<file path="config.mk">
export PLATFORM = sky130hd
export DESIGN_NAME = apb_master_ctrl
export DESIGN_NICKNAME = d
export VERILOG_FILES = /design/src/rtl/apb_master_ctrl.sv
export SDC_FILE = /design/constraint.sdc
export NUM_CORES = 1
export LEC_CHECK = 0
export ABC_AREA = 1
export ABC_CLOCK_PERIOD_IN_PS = 1900
export BUFFER_PORTS_ARGS = -buffer_cell sky130_fd_sc_hd__buf_2
export CORE_UTILIZATION = 40
export CTS_CLUSTER_SIZE = 28
export DETAILED_ROUTE_END_ITERATION = 16
export PLACE_DENSITY = 0.77
export SYNTH_ARGS = -nofsm -noshare
export SYNTH_HDL_FRONTEND = slang
export SYNTH_SLANG_ARGS = --single-unit
</file>
<file path="constraint.sdc">
create_clock -name pclk -period 1.9 [get_ports pclk]
set_clock_uncertainty 0.15 [all_clocks]
set_input_delay 0.19 -clock pclk [delete_from_list [all_inputs] [get_ports pclk]]
set_output_delay 0.19 -clock pclk [all_outputs]
set_load 0.005 [all_outputs]
</file>
<file path="src/rtl/apb_master_ctrl.sv">
// APB master stage: turns single-beat valid/ready commands into APB SETUP/ACCESS
// transfers and returns read data/status on a valid/ready response channel.
// Optional feature: define APB_TIMEOUT_EN to abort ACCESS after TIMEOUT_CYCLES.
module apb_master_ctrl #(
    parameter int BANK_ADDR      = 2,
    parameter int DATA_WIDTH     = 8,
    parameter int ADDR_WIDTH     = 3
`ifdef APB_TIMEOUT_EN
    ,
    parameter int TIMEOUT_CYCLES = 16
`endif
) (
    input  logic                  pclk,
    input  logic                  preset,
    input  logic                  cmd_valid,
    output logic                  cmd_ready,
    input  logic                  cmd_write,
    input  logic [BANK_ADDR-1:0]  cmd_sel,
    input  logic [ADDR_WIDTH-1:0] cmd_addr,
    input  logic [DATA_WIDTH-1:0] cmd_wdata,
    output logic                  rsp_valid,
    input  logic                  rsp_ready,
    output logic [DATA_WIDTH-1:0] rsp_rdata,
    output logic                  rsp_err,
    output logic [BANK_ADDR-1:0]  psel,
    output logic                  penable,
    output logic                  pwrite,
    output logic [ADDR_WIDTH-1:0] paddr,
    output logic [DATA_WIDTH-1:0] pwdata,
    input  logic [DATA_WIDTH-1:0] prdata,
    input  logic                  pready
);

    typedef enum logic [1:0] {
        S_IDLE,
        S_SETUP,
        S_ACCESS,
        S_RESP
    } state_t;

    state_t                  r_state;
    logic                    r_cmd_ready;
    logic                    r_rsp_valid;
    logic [DATA_WIDTH-1:0]   r_rsp_rdata;
    logic                    r_rsp_err;
    logic [BANK_ADDR-1:0]    r_psel;
    logic                    r_penable;
    logic                    r_pwrite;
    logic [ADDR_WIDTH-1:0]   r_paddr;
    logic [DATA_WIDTH-1:0]   r_pwdata;

`ifdef APB_TIMEOUT_EN
    localparam int CNT_W = $clog2(TIMEOUT_CYCLES);
    logic [CNT_W-1:0]        r_timeout_cnt;
`endif

    // NOTE: state and outputs are all registered with non-blocking assignments, and
    // the synchronous reset has priority so a reset mid-transfer releases the bus.
    always_ff @(posedge pclk) begin
        if (preset) begin
            r_state     <= S_IDLE;
            r_cmd_ready <= 1'b0;
            r_rsp_valid <= 1'b0;
            r_rsp_rdata <= '0;
            r_rsp_err   <= 1'b0;
            r_psel      <= '0;
            r_penable   <= 1'b0;
            r_pwrite    <= 1'b0;
            r_paddr     <= '0;
            r_pwdata    <= '0;
`ifdef APB_TIMEOUT_EN
            r_timeout_cnt <= '0;
`endif
        end else begin
            case (r_state)
                S_IDLE: begin
                    if (cmd_valid && r_cmd_ready) begin
                        r_cmd_ready <= 1'b0;
                        if (cmd_sel == '0) begin
                            // No bank selected: answer with an error, never touch the bus.
                            r_rsp_valid <= 1'b1;
                            r_rsp_err   <= 1'b1;
                            r_rsp_rdata <= '0;
                            r_state     <= S_RESP;
                        end else begin
                            r_psel   <= cmd_sel;
                            r_pwrite <= cmd_write;
                            r_paddr  <= cmd_addr;
                            r_pwdata <= cmd_wdata;
                            r_state  <= S_SETUP;
                        end
                    end else begin
                        r_cmd_ready <= 1'b1;
                    end
                end

                S_SETUP: begin
                    r_penable <= 1'b1;
                    r_state   <= S_ACCESS;
`ifdef APB_TIMEOUT_EN
                    r_timeout_cnt <= '0;
`endif
                end

                S_ACCESS: begin
                    if (pready) begin
                        r_psel      <= '0;
                        r_penable   <= 1'b0;
                        r_rsp_valid <= 1'b1;
                        r_rsp_err   <= 1'b0;
                        r_rsp_rdata <= r_pwrite ? '0 : prdata;
                        r_state     <= S_RESP;
                    end
`ifdef APB_TIMEOUT_EN
                    // pready is tested first, so a late ready on the last counted cycle wins.
                    else if (r_timeout_cnt == CNT_W'(TIMEOUT_CYCLES - 1)) begin
                        r_psel      <= '0;
                        r_penable   <= 1'b0;
                        r_rsp_valid <= 1'b1;
                        r_rsp_err   <= 1'b1;
                        r_rsp_rdata <= '0;
                        r_state     <= S_RESP;
                    end else begin
                        r_timeout_cnt <= r_timeout_cnt + 1'b1;
                    end
`endif
                end

                S_RESP: begin
                    if (rsp_ready) begin
                        r_rsp_valid <= 1'b0;
                        r_state     <= S_IDLE;
                    end
                end

                default: r_state <= S_IDLE;
            endcase
        end
    end

    assign cmd_ready = r_cmd_ready;
    assign rsp_valid = r_rsp_valid;
    assign rsp_rdata = r_rsp_rdata;
    assign rsp_err   = r_rsp_err;
    assign psel      = r_psel;
    assign penable   = r_penable;
    assign pwrite    = r_pwrite;
    assign paddr     = r_paddr;
    assign pwdata    = r_pwdata;

endmodule

</file>
# Yosys cells after proc, flatten, opt, wreduce, memory -nomap -nowiden
# Cells that the tools add are included.
# totals
inputBits,27
elab_cells,54
out_inout_bits,26
ff_bits,28
# classes
reduce_logical,12
eq_ne,8
muxes,23
n_bitwise,1
# ops
op,count
2-to-1 mux 8 bit,4
case mux 8 bit (2 select lines),1
2-to-1 mux 2 bit,7
"!= test 2 bit, second input constant",5
case mux 2 bit (4 select lines),1
AND reduction 4 bit,2
2-to-1 mux 1 bit,6
AND reduction 3 bit,2
AND reduction 5 bit,1
"equality test 2 bit, second input constant",2
logical NOT 2 bit,2
case mux 1 bit (2 select lines),2
case mux 2 bit (2 select lines),1
nonzero test 2 bit,2
case mux 1 bit (3 select lines),1
nonzero test 3 bit,1
"equality test 2 x 1 -> 1 bit, second input constant",1
AND reduction 2 bit,1
logical AND 1 bit,1
NOT 1 bit,1

# Depth between registers and ports, before layout
# Gate-level depths: netlist of run 1.
# depth
word_depth,4
depth_mapped,10
depth_no_buf,10

# Worst setup path after synthesis of run 1
# Ideal clock, no wire load.
# synth_timing
path_kind,reg-to-reg
startpoint,reg r_state[0]
endpoint,"reg r_rsp_rdata[0], in the netlist rsp_rdata[0]"
path_slack_ps,423
n_path_buf,1
setup_time_ps,114
stages_incl_launch_ff,8
period_less_slack_ps,1477
required_time_ps,1636
arrival_time_ps,1214
cell_sequence,dfxtp_1 inv_1 ha_1 o21ai_1 nand4_2 buf_6 a21oi_1 nor2_1
# synth_via
elab_chain_len,3
word_cells_on_any_way,8
cone_classes,4 x eq/ne; 1 x mux; 3 x reduce/logical
# synth_rtl
element,line_no,text
"start, declared",41,state_t r_state;
"start signal, assigned",61,r_state <= S_IDLE;
"start signal, assigned",84,r_state <= S_RESP;
"start signal, assigned",90,r_state <= S_SETUP;
equality test 2 bit / logical NOT 2 bit (equally long branches),75,case (r_state)
!= test 2 bit (no line) / nonzero test 2 bit (equally long branches),n/a,
AND reduction 4 bit (no line),n/a,
"end signal, assigned",111,r_rsp_rdata <= r_pwrite ? '0 : prdata;
"end, declared",44,logic [DATA_WIDTH-1:0] r_rsp_rdata;
# Parallel ways exist; a longest one is shown, timed or not.
# A chain may end at the register's enable or synchronous reset.

# Worst setup path in the final report of run 1
# layout_timing
startpoint,reg r_state[0]
endpoint,"reg r_psel[0], in the netlist psel[0]"
# layout_via
elab_chain_len,3
word_cells_on_any_way,8
cone_classes,4 x eq/ne; 1 x mux; 3 x reduce/logical
# layout_rtl
element,line_no,text
equality test 2 bit / logical NOT 2 bit (equally long branches),75,
!= test 2 bit (no line) / nonzero test 2 bit (equally long branches),n/a,
AND reduction 4 bit (no line),n/a,
"end signal, assigned",86,r_psel <= cmd_sel;
"end, declared",46,logic [BANK_ADDR-1:0] r_psel;
# Parallel ways exist; a longest one is shown, timed or not.

==> impl_metrics.json, run 1 <==
{
  "status": "finished, violations left",
  "violations": "design-rule violations",
  "r2r-start": "r_state[0]",
  "synth_area_um2": 1250,
  "htreeDepth": 1,
  "avgRoutedWirePerCell_um": 10.3,
  "synth_simple_gate_area_frac": 0.321,
  "worstPathArrival_ns": 1.78,
  "ys_ff_latch": 28,
  "antenna_found_initial": 0,
  "hold_ws_ns": 0.0118,
  "die_h_um": 58.0,
  "routabilityCongestion": 0.866,
  "relSlewSlack": 0.700,
  "fillers": 252,
  "tightest_slew_ns": 0.449,
  "cts_tree": "built",
  "fin_cells": 279,
  "slew_viol_final": 0,
  "final_common_cell": "buf_2",
  "dp.cells": 256,
  "cp.required_ns": 1.99,
  "grt_pass1_vias": 1129,
  "dieArea_um2": 3370,
  "clkLatencyLatePin_ns": 0.33,
  "finalHoldViolCount": 0,
  "crit_type": "reg -> reg",
  "min_from": "prdata[4]",
  "rows": 19,
  "cts_buffers": 3,
  "drc": 4,
  "die_x_um": 58.0,
  "final.period_utilization": 0.892,
  "dpl.hpwl_mm": 2.03,
  "start_util": 0.440,
  "powerDensity_nw_per_um2": 1360,
  "multiInputGateArea_um2": 613,
  "final_net_count": 281,
  "grt_use_total": 0.176,
  "synthMuxAreaShare": 0,
  "grt_setup_unrepaired": "no",
  "drive_gt1_frac": 0.298,
  "synth-compound-area-share": 0.104,
  "seqCellArea_um2": 561,
  "syn-num-nets": 208,
  "clock_path_buffers": 2,
  "ys_warn_count": 0,
  "layout_common_cells": "buf_2 (52), nor2_1 (49), nand2_1 (36)",
  "ir_worst_vdd_mv": 0.830,
  "drtPass1Iterations": 10,
  "synth.distinct_cells": 18,
  "netlist_instances": 176,
  "routed-via-count": 1269,
  "timing.final.crit_period_ns": 1.69,
  "grt_pass1_wl_mm": 4.64,
  "finalSetupViolCount": 0,
  "ys_seq_area_frac": 0.447,
  "critPathLaunch": "r_state[0]",
  "drt_first_iter_violations": 60,
  "cap_violations": 0,
  "synth_adder_area_share": 0.0499,
  "io_buffers": 52,
  "coreArea_um2": 2850,
  "area_growth_syn_to_layout_pct": 41.7,
  "synth_top_family_by_area": "simple AND/OR/NAND/NOR gates",
  "worstHoldPathType": "in -> reg",
  "drt-total-wl_mm": 2.88,
  "cts_sinks": 28,
  "synth_xor_xnor_area_share": 0,
  "viasPerCell": 4.55,
  "ant_nets": 0,
  "end_kind": "flip-flop",
  "path_clk_slew_ns": 0.15,
  "cellLeakagePower_nw": 0.938,
  "cts_root_buf": "clkbuf_4",
  "grt_overflow": 0,
  "syn_avg_cell_area_um2": 7.13,
  "fin_tns_setup_ns": 0,
  "ios": 53,
  "fmax_ghz": 0.590,
  "worstSetupStartpointType": "flip-flop",
  "diodes": 0,
  "utilization": 0.623,
  "worstPathMaxFanout": 4,
  "grt_max_degree": 18
}
[state kept, by name, indices dropped and copies added, names as in the netlist]
name       flops
penable        1
pwrite         1
paddr          3
psel           2
r_state        2
pwdata         8
rsp_valid      1
rsp_rdata      8
rsp_err        1
cmd_ready      1
[synthesized netlist by cell type]
| cell | count | area share |
|---|---|---|
| ha_1 | 5 | 0.050 |
| buf_2 | 1 | 0.0040 |
| clkbuf_1 | 1 | 0.0030 |
| nor2_1 | 49 | 0.15 |
| buf_4 | 2 | 0.012 |
| buf_6 | 1 | 0.0090 |
| dfxtp_1 | 28 | 0.45 |
| inv_1 | 12 | 0.036 |
| nor3_4 | 1 | 0.013 |
| o21ai_0 | 3 | 0.012 |
| nand2_2 | 3 | 0.015 |
| nand2_1 | 36 | 0.11 |
| nand4_2 | 1 | 0.010 |
| nor2_4 | 1 | 0.0090 |
| nor2_2 | 4 | 0.020 |
| o21ai_1 | 14 | 0.056 |
| a21oi_1 | 9 | 0.036 |
| inv_2 | 5 | 0.015 |
[repair_timing]
action	4_1_cts	5_1_grt
endpoints found under the setup margin	0	5
setup buffers	0	0
resized for setup	0	3
hold endpoints to repair	22	0
hold buffers	19	0
[logic make-up (layout without fill, tap and decap cells)]
group           Yosys count  after routing
compound gates           26             26
fa+ha+maj                 5              5
buf+inv                  22             94
flops                    28             28
simple gates             95             95
[per-layer routing]
layer | vias up | global-route usage | routed length, um | part of all wire
met5 | - | 0 | 0 | 0
met4 | 0 | 0.0204 | 10 | 0.0035
met3 | 2 | 0.0558 | 199 | 0.069
met2 | 52 | 0.315 | 1320 | 0.46
met1 | 532 | 0.213 | 1350 | 0.47
li1 | 683 | - | - | -
[per-stage QoR]
| step | worst slack (ns) | instance area, um^2 | power [mW] |
|---|---|---|---|
| floorplan | 0.423 | 1250 | 1.73 |
| global placement | 0.263 | 1530 | 2.03 |
| detailed placement | 0.185 | 1530 | 2.05 |
| CTS | 0.165 | 1760 | 2.37 |
| global route | 0.0180 | 1780 | 2.65 |
| finish | 0.206 | 1780 | 2.41 |
[where the power goes]
part	internal, mW	total [mW]	switching (mW)
sequential	0.795	0.908	0.114
clock	0.117	0.288	0.171
combinational	0.493	1.21	0.721
[worst paths after layout]
path / end / slack (ns) / depth (start not counted)
worst max-delay path: psel[0] / 0.21 / 8
worst min-delay path: rsp_rdata[4] / 0.01 / 5
worst max register to register: psel[0] / 0.21 / 8
worst min register to register: rsp_err / 0.34 / 2
[worst max-delay path, cell delays in order, from the launching register on]
cell and delay, ns:
dfxtp_1 0.41, inv_1 0.10, ha_1 0.29, nand2_2 0.15
nand2_2 0.12, nor2_2 0.18, nand2_1 0.07, o21ai_1 0.08
nor2_1 0.05
[cell type report]
cell class / count / area share
Multi-Input combinational cell: 126 / 0.345
Inverter: 17 / 0.0359
Tap cell: 31 / 0.0218
Clock buffer: 4 / 0.0204
Timing Repair Buffer: 73 / 0.262
Sequential cell: 28 / 0.315
Note: power is estimated with default switching activity, not from simulation.
==> inputs of run 2 (changes only) <==
--- a/config.mk
+++ b/config.mk
@@ -8,10 +8,10 @@
 export ABC_AREA = 1
 export ABC_CLOCK_PERIOD_IN_PS = 1900
 export BUFFER_PORTS_ARGS = -buffer_cell sky130_fd_sc_hd__buf_2
-export CORE_UTILIZATION = 40
+export CORE_UTILIZATION = 35
 export CTS_CLUSTER_SIZE = 28
 export DETAILED_ROUTE_END_ITERATION = 16
-export PLACE_DENSITY = 0.77
+export PLACE_DENSITY = 0.7
 export SYNTH_ARGS = -nofsm -noshare
 export SYNTH_HDL_FRONTEND = slang
 export SYNTH_SLANG_ARGS = --single-unit
==> impl_metrics.json, run 2 (synthesized netlist as in run 1, its figures left out) <==
{
  "viasPerCell": 4.34,
  "antenna_found_initial": 0,
  "crit_type": "reg -> reg",
  "grt_use_total": 0.162,
  "p_sw_frac": 0.393,
  "timing.rr.end": "rsp_rdata[1]",
  "htreeDepth": 1,
  "worstSetupStartpointType": "flip-flop",
  "cts_setup_buffers": 0,
  "clkLatencyLatePin_ns": 0.33,
  "coreArea_um2": 3390,
  "routabilityCongestion": 0.810,
  "grt_max_degree": 17,
  "layout_common_cells": "buf_2 (52), nor2_1 (49), nand2_1 (36)",
  "powerDensity_nw_per_um2": 1360,
  "p_sw_uw": 967,
  "min_from": "prdata[7]",
  "final.period_utilization": 0.886,
  "worstPathMaxFanout": 12,
  "final_common_cell": "buf_2",
  "grt_overflow": 0,
  "cts_tree": "built",
  "pwr-share-seq": 0.368,
  "routed-via-count": 1285,
  "path_clk_slew_ns": 0.15,
  "grt_pass1_wl_mm": 4.61,
  "drive_gt1_frac": 0.296,
  "dieArea_um2": 3830,
  "worstHoldPathType": "in -> reg",
  "worstPathArrival_ns": 1.77,
  "start_util": 0.370,
  "drc": 0,
  "fmax_ghz": 0.594,
  "diodes": 0,
  "io_buffers": 52,
  "grt_pass1_vias": 1126,
  "final_net_count": 283,
  "hold-path-endpoint": "rsp_rdata[7]",
  "finalSetupViolCount": 0,
  "die_h_um": 61.9,
  "cp.required_ns": 1.99,
  "r2r-start": "r_state[0]",
  "p_comb_frac": 0.473,
  "rows": 21,
  "area_growth_syn_to_layout_pct": 44.5,
  "slew_viol_final": 0,
  "drt-total-wl_mm": 2.94,
  "r2r_setup_slack_ns": 0.22,
  "ios": 53,
  "fin_tns_setup_ns": 0,
  "cts_buffers": 3,
  "drtPass1Iterations": 4,
  "r2r_cells": 6,
  "ctsResizeCount": 0,
  "tightest_slew_ns": 0.329,
  "avgRoutedWirePerCell_um": 9.93,
  "relSlewSlack": 0.780,
  "cts_sinks": 28,
  "ir_worst_vdd_mv": 0.698,
  "min_path_cells": 5,
  "dpl.hpwl_mm": 2.04,
  "timing.final.crit_period_ns": 1.68,
  "cts_root_buf": "clkbuf_4",
  "finalHoldViolCount": 0,
  "utilization": 0.535,
  "clock_path_buffers": 2,
  "end_kind": "flip-flop",
  "pwr-share-clk": 0.159,
  "drt_first_iter_violations": 33,
  "cellLeakagePower_nw": 0.952,
  "cap_violations": 0,
  "grt_setup_unrepaired": "no",
  "die_x_um": 61.9,
  "status": "finished, final reports clean",
  "cellInternalPower_mw": 1.49,
  "ant_nets": 0
}
[run 2: final cells by class]
| class | instances | area [um^2] |
|---|---|---|
| well taps | 46 | 57.6 |
| repair buffers | 75 | 483 |
| clock inverters | 1 | 30.0 |
| clock buffers | 3 | 22.5 |
| flip-flops and latches | 28 | 561 |
| inverters | 17 | 63.8 |
| fillers | 326 | 1580 |
| multi-input cells | 126 | 596 |
[run 2: how the worst max path moves through the flow]
stage,startpoint,slack (ns),cells past startpoint,endpoint
6_report,r_state[0],0.22,6,rsp_rdata[1]
5_1_grt,r_state[0],0.04,7,rsp_rdata[6]
4_1_cts,r_state[0],0.22,6,rsp_rdata[1]
3_5_place_dp,r_state[0],0.25,6,rsp_rdata[0]
3_3_place_gp,r_state[0],0.29,6,rsp_rdata[3]
2_1_floorplan,r_state[0],0.42,7,rsp_rdata[0]
[run 2: through the flow]
stage,power [mW],setup slack (ns),instance area (um^2),hold WS (ns),std cells
5_1_grt,2.73,0.0360,1810,0.00799,296
3_5_place_dp,2.06,0.251,1560,0.266,272
2_1_floorplan,1.73,0.423,1250,0.109,176
6_report,2.46,0.216,1810,0.0170,296
3_3_place_gp,2.05,0.288,1560,0.261,272
4_1_cts,2.49,0.216,1810,0.0143,296
[run 2: routing by layer]
metal,track usage,up-vias,share of wire
li1,-,692,-
met1,0.189,551,0.47
met4,0.0190,0,0.0031
met3,0.0621,2,0.067
met5,0,-,0
met2,0.290,40,0.46
[run 2: critical path, cell delays in order, from the launching register on]
cell and delay, ns:
dfxtp_1 0.41, inv_1 0.09, ha_1 0.25, o21ai_1 0.14, nand4_2 0.27, a21oi_1 0.22
nor2_1 0.05
[run 2: power groups by stage]
stage / clock network (mW) / registers, mW / logic (mW)
2_1_floorplan: 0 / 0.934 / 0.799
4_1_cts: 0.406 / 0.906 / 1.18
3_5_place_dp: 0 / 0.918 / 1.14
3_3_place_gp: 0 / 0.917 / 1.13
5_1_grt: 0.428 / 0.932 / 1.37
6_report: 0.391 / 0.905 / 1.16
[run 2: timing repair]
| action | in CTS | in global routing |
|---|---|---|
| hold endpoints to repair | 23 | 0 |
| endpoints found under the setup margin | 0 | 0 |
| hold buffers | 20 | 0 |
==> inputs of run 3 (changes only) <==
--- a/config.mk
+++ b/config.mk
@@ -12,6 +12,7 @@
 export CTS_CLUSTER_SIZE = 28
 export DETAILED_ROUTE_END_ITERATION = 16
 export PLACE_DENSITY = 0.7
+export RECOVER_POWER = 25
 export SYNTH_ARGS = -nofsm -noshare
 export SYNTH_HDL_FRONTEND = slang
 export SYNTH_SLANG_ARGS = --single-unit
==> impl_metrics.json, run 3 (synthesized netlist as in run 1, its figures left out) <==
{
  "status": "finished, final reports clean",
  "viasPerCell": 4.34,
  "worstSetupStartpointType": "flip-flop",
  "area_growth_syn_to_layout_pct": 43.8,
  "cp.required_ns": 1.99,
  "path_clk_slew_ns": 0.15,
  "ctsResizeCount": 0,
  "drive_gt1_frac": 0.268,
  "drt-total-wl_mm": 2.94,
  "cts_sinks": 28,
  "ant_nets": 0,
  "cellLeakagePower_nw": 0.923,
  "ios": 53,
  "p_sw_uw": 971,
  "drt_first_iter_violations": 32,
  "die_h_um": 61.9,
  "dieArea_um2": 3830,
  "diodes": 0,
  "drc": 0,
  "slew_viol_final": 0,
  "drtPass1Iterations": 4,
  "clock_path_buffers": 2,
  "dpl.hpwl_mm": 2.04,
  "finalHoldViolCount": 0,
  "grt_use_met3": 0.0621,
  "final.period_utilization": 0.888,
  "final_common_cell": "nor2_1",
  "end_kind": "flip-flop",
  "coreArea_um2": 3390,
  "rows": 21,
  "timing.rr.end": "rsp_rdata[1]",
  "io_buffers": 52,
  "cts_root_buf": "clkbuf_4",
  "r2r-start": "r_state[0]",
  "grt-busiest-layer": "met2",
  "tightest_slew_ns": 0.331,
  "grtUsageMet1": 0.189,
  "routabilityCongestion": 0.810,
  "r2r_cells": 6,
  "ctsHoldBuffers": 20,
  "ir_worst_vdd_mv": 0.699,
  "layout_common_cells": "nor2_1 (49), buf_2 (45), nand2_1 (36)",
  "crit_type": "reg -> reg",
  "cts_buffers": 3,
  "pwr-share-seq": 0.370,
  "grt_pass1_vias": 1126,
  "critPathLaunch": "r_state[0]",
  "start_util": 0.370,
  "htreeDepth": 1,
  "grt_util_met2": 0.290,
  "worstPathMaxFanout": 12,
  "utilization": 0.532,
  "cellInternalPower_mw": 1.48,
  "relSlewSlack": 0.779,
  "p_sw_frac": 0.397,
  "grt_setup_unrepaired": "no",
  "antenna_found_initial": 0,
  "r2r_setup_slack_ns": 0.21,
  "cts_setup_buffers": 0,
  "final_net_count": 283,
  "die_x_um": 61.9,
  "grt_use_total": 0.162,
  "hold_ws_ns": 0.0147,
  "worstHoldPathType": "in -> reg",
  "grt_max_degree": 17,
  "pwr-share-clk": 0.160,
  "p_comb_frac": 0.469,
  "cap_violations": 0,
  "powerDensity_nw_per_um2": 1360,
  "fmax_ghz": 0.593,
  "clkLatencyLatePin_ns": 0.33,
  "fin_tns_setup_ns": 0,
  "avgRoutedWirePerCell_um": 9.92,
  "grt_overflow": 0,
  "worstPathArrival_ns": 1.78,
  "routed-via-count": 1284,
  "grt_pass1_wl_mm": 4.61,
  "cts_tree": "built",
  "cp-endpoint": "rsp_rdata[1]",
  "finalSetupViolCount": 0,
  "timing.final.crit_period_ns": 1.69
}
## run 3: how the worst min path moves through the flow
stage                           start  cells past startpoint            to  slack [ns]
after floorplan                preset                      1     cmd_ready        0.11
after global placement    cmd_addr[1]                      3      paddr[1]        0.26
after detailed placement  cmd_addr[2]                      3      paddr[2]        0.27
after CTS                   prdata[7]                      5  rsp_rdata[7]        0.01
after global routing        prdata[7]                      5  rsp_rdata[7]       0.008
final                       prdata[7]                      5  rsp_rdata[7]        0.01
## run 3: final cells by class
| cell class | count | area, um^2 |
|---|---|---|
| Clock buffer | 3 | 22.5 |
| Clock inverter | 1 | 30.0 |
| Fill cell | 328 | 1590 |
| Inverter | 17 | 63.8 |
| Multi-Input combinational cell | 126 | 596 |
| Sequential cell | 28 | 561 |
| Tap cell | 46 | 57.6 |
| Timing Repair Buffer | 75 | 474 |
## run 3: power groups by stage
stage               registers (mW)  clock network, mW  logic (mW)
CTS                          0.906              0.406        1.18
detailed placement           0.918                  0        1.14
finish                       0.907              0.393        1.15
floorplan                    0.934                  0       0.799
global route                 0.934              0.428        1.36
global placement             0.917                  0        1.13
## run 3: critical path: stages, from the launching register on
cell and delay (ns):
dfxtp_1 0.41, inv_1 0.09, ha_1 0.25, o21ai_1 0.14, nand4_2 0.27, a21oi_1 0.22
nor2_1 0.05
## run 3: stage by stage
stage	worst slack (ns)	cell area, um^2	instances	power [mW]
finish	0.214	1800	296	2.45
detailed placement	0.251	1560	272	2.06
floorplan	0.423	1250	176	1.73
global placement	0.288	1560	272	2.05
CTS	0.216	1810	296	2.49
global route	0.0360	1800	296	2.72
## run 3: per-layer routing
layer | up-vias | part of all wire
met5 | - | 0
met4 | 0 | 0.0031
met3 | 2 | 0.067
met2 | 40 | 0.46
met1 | 550 | 0.47
li1 | 692 | -
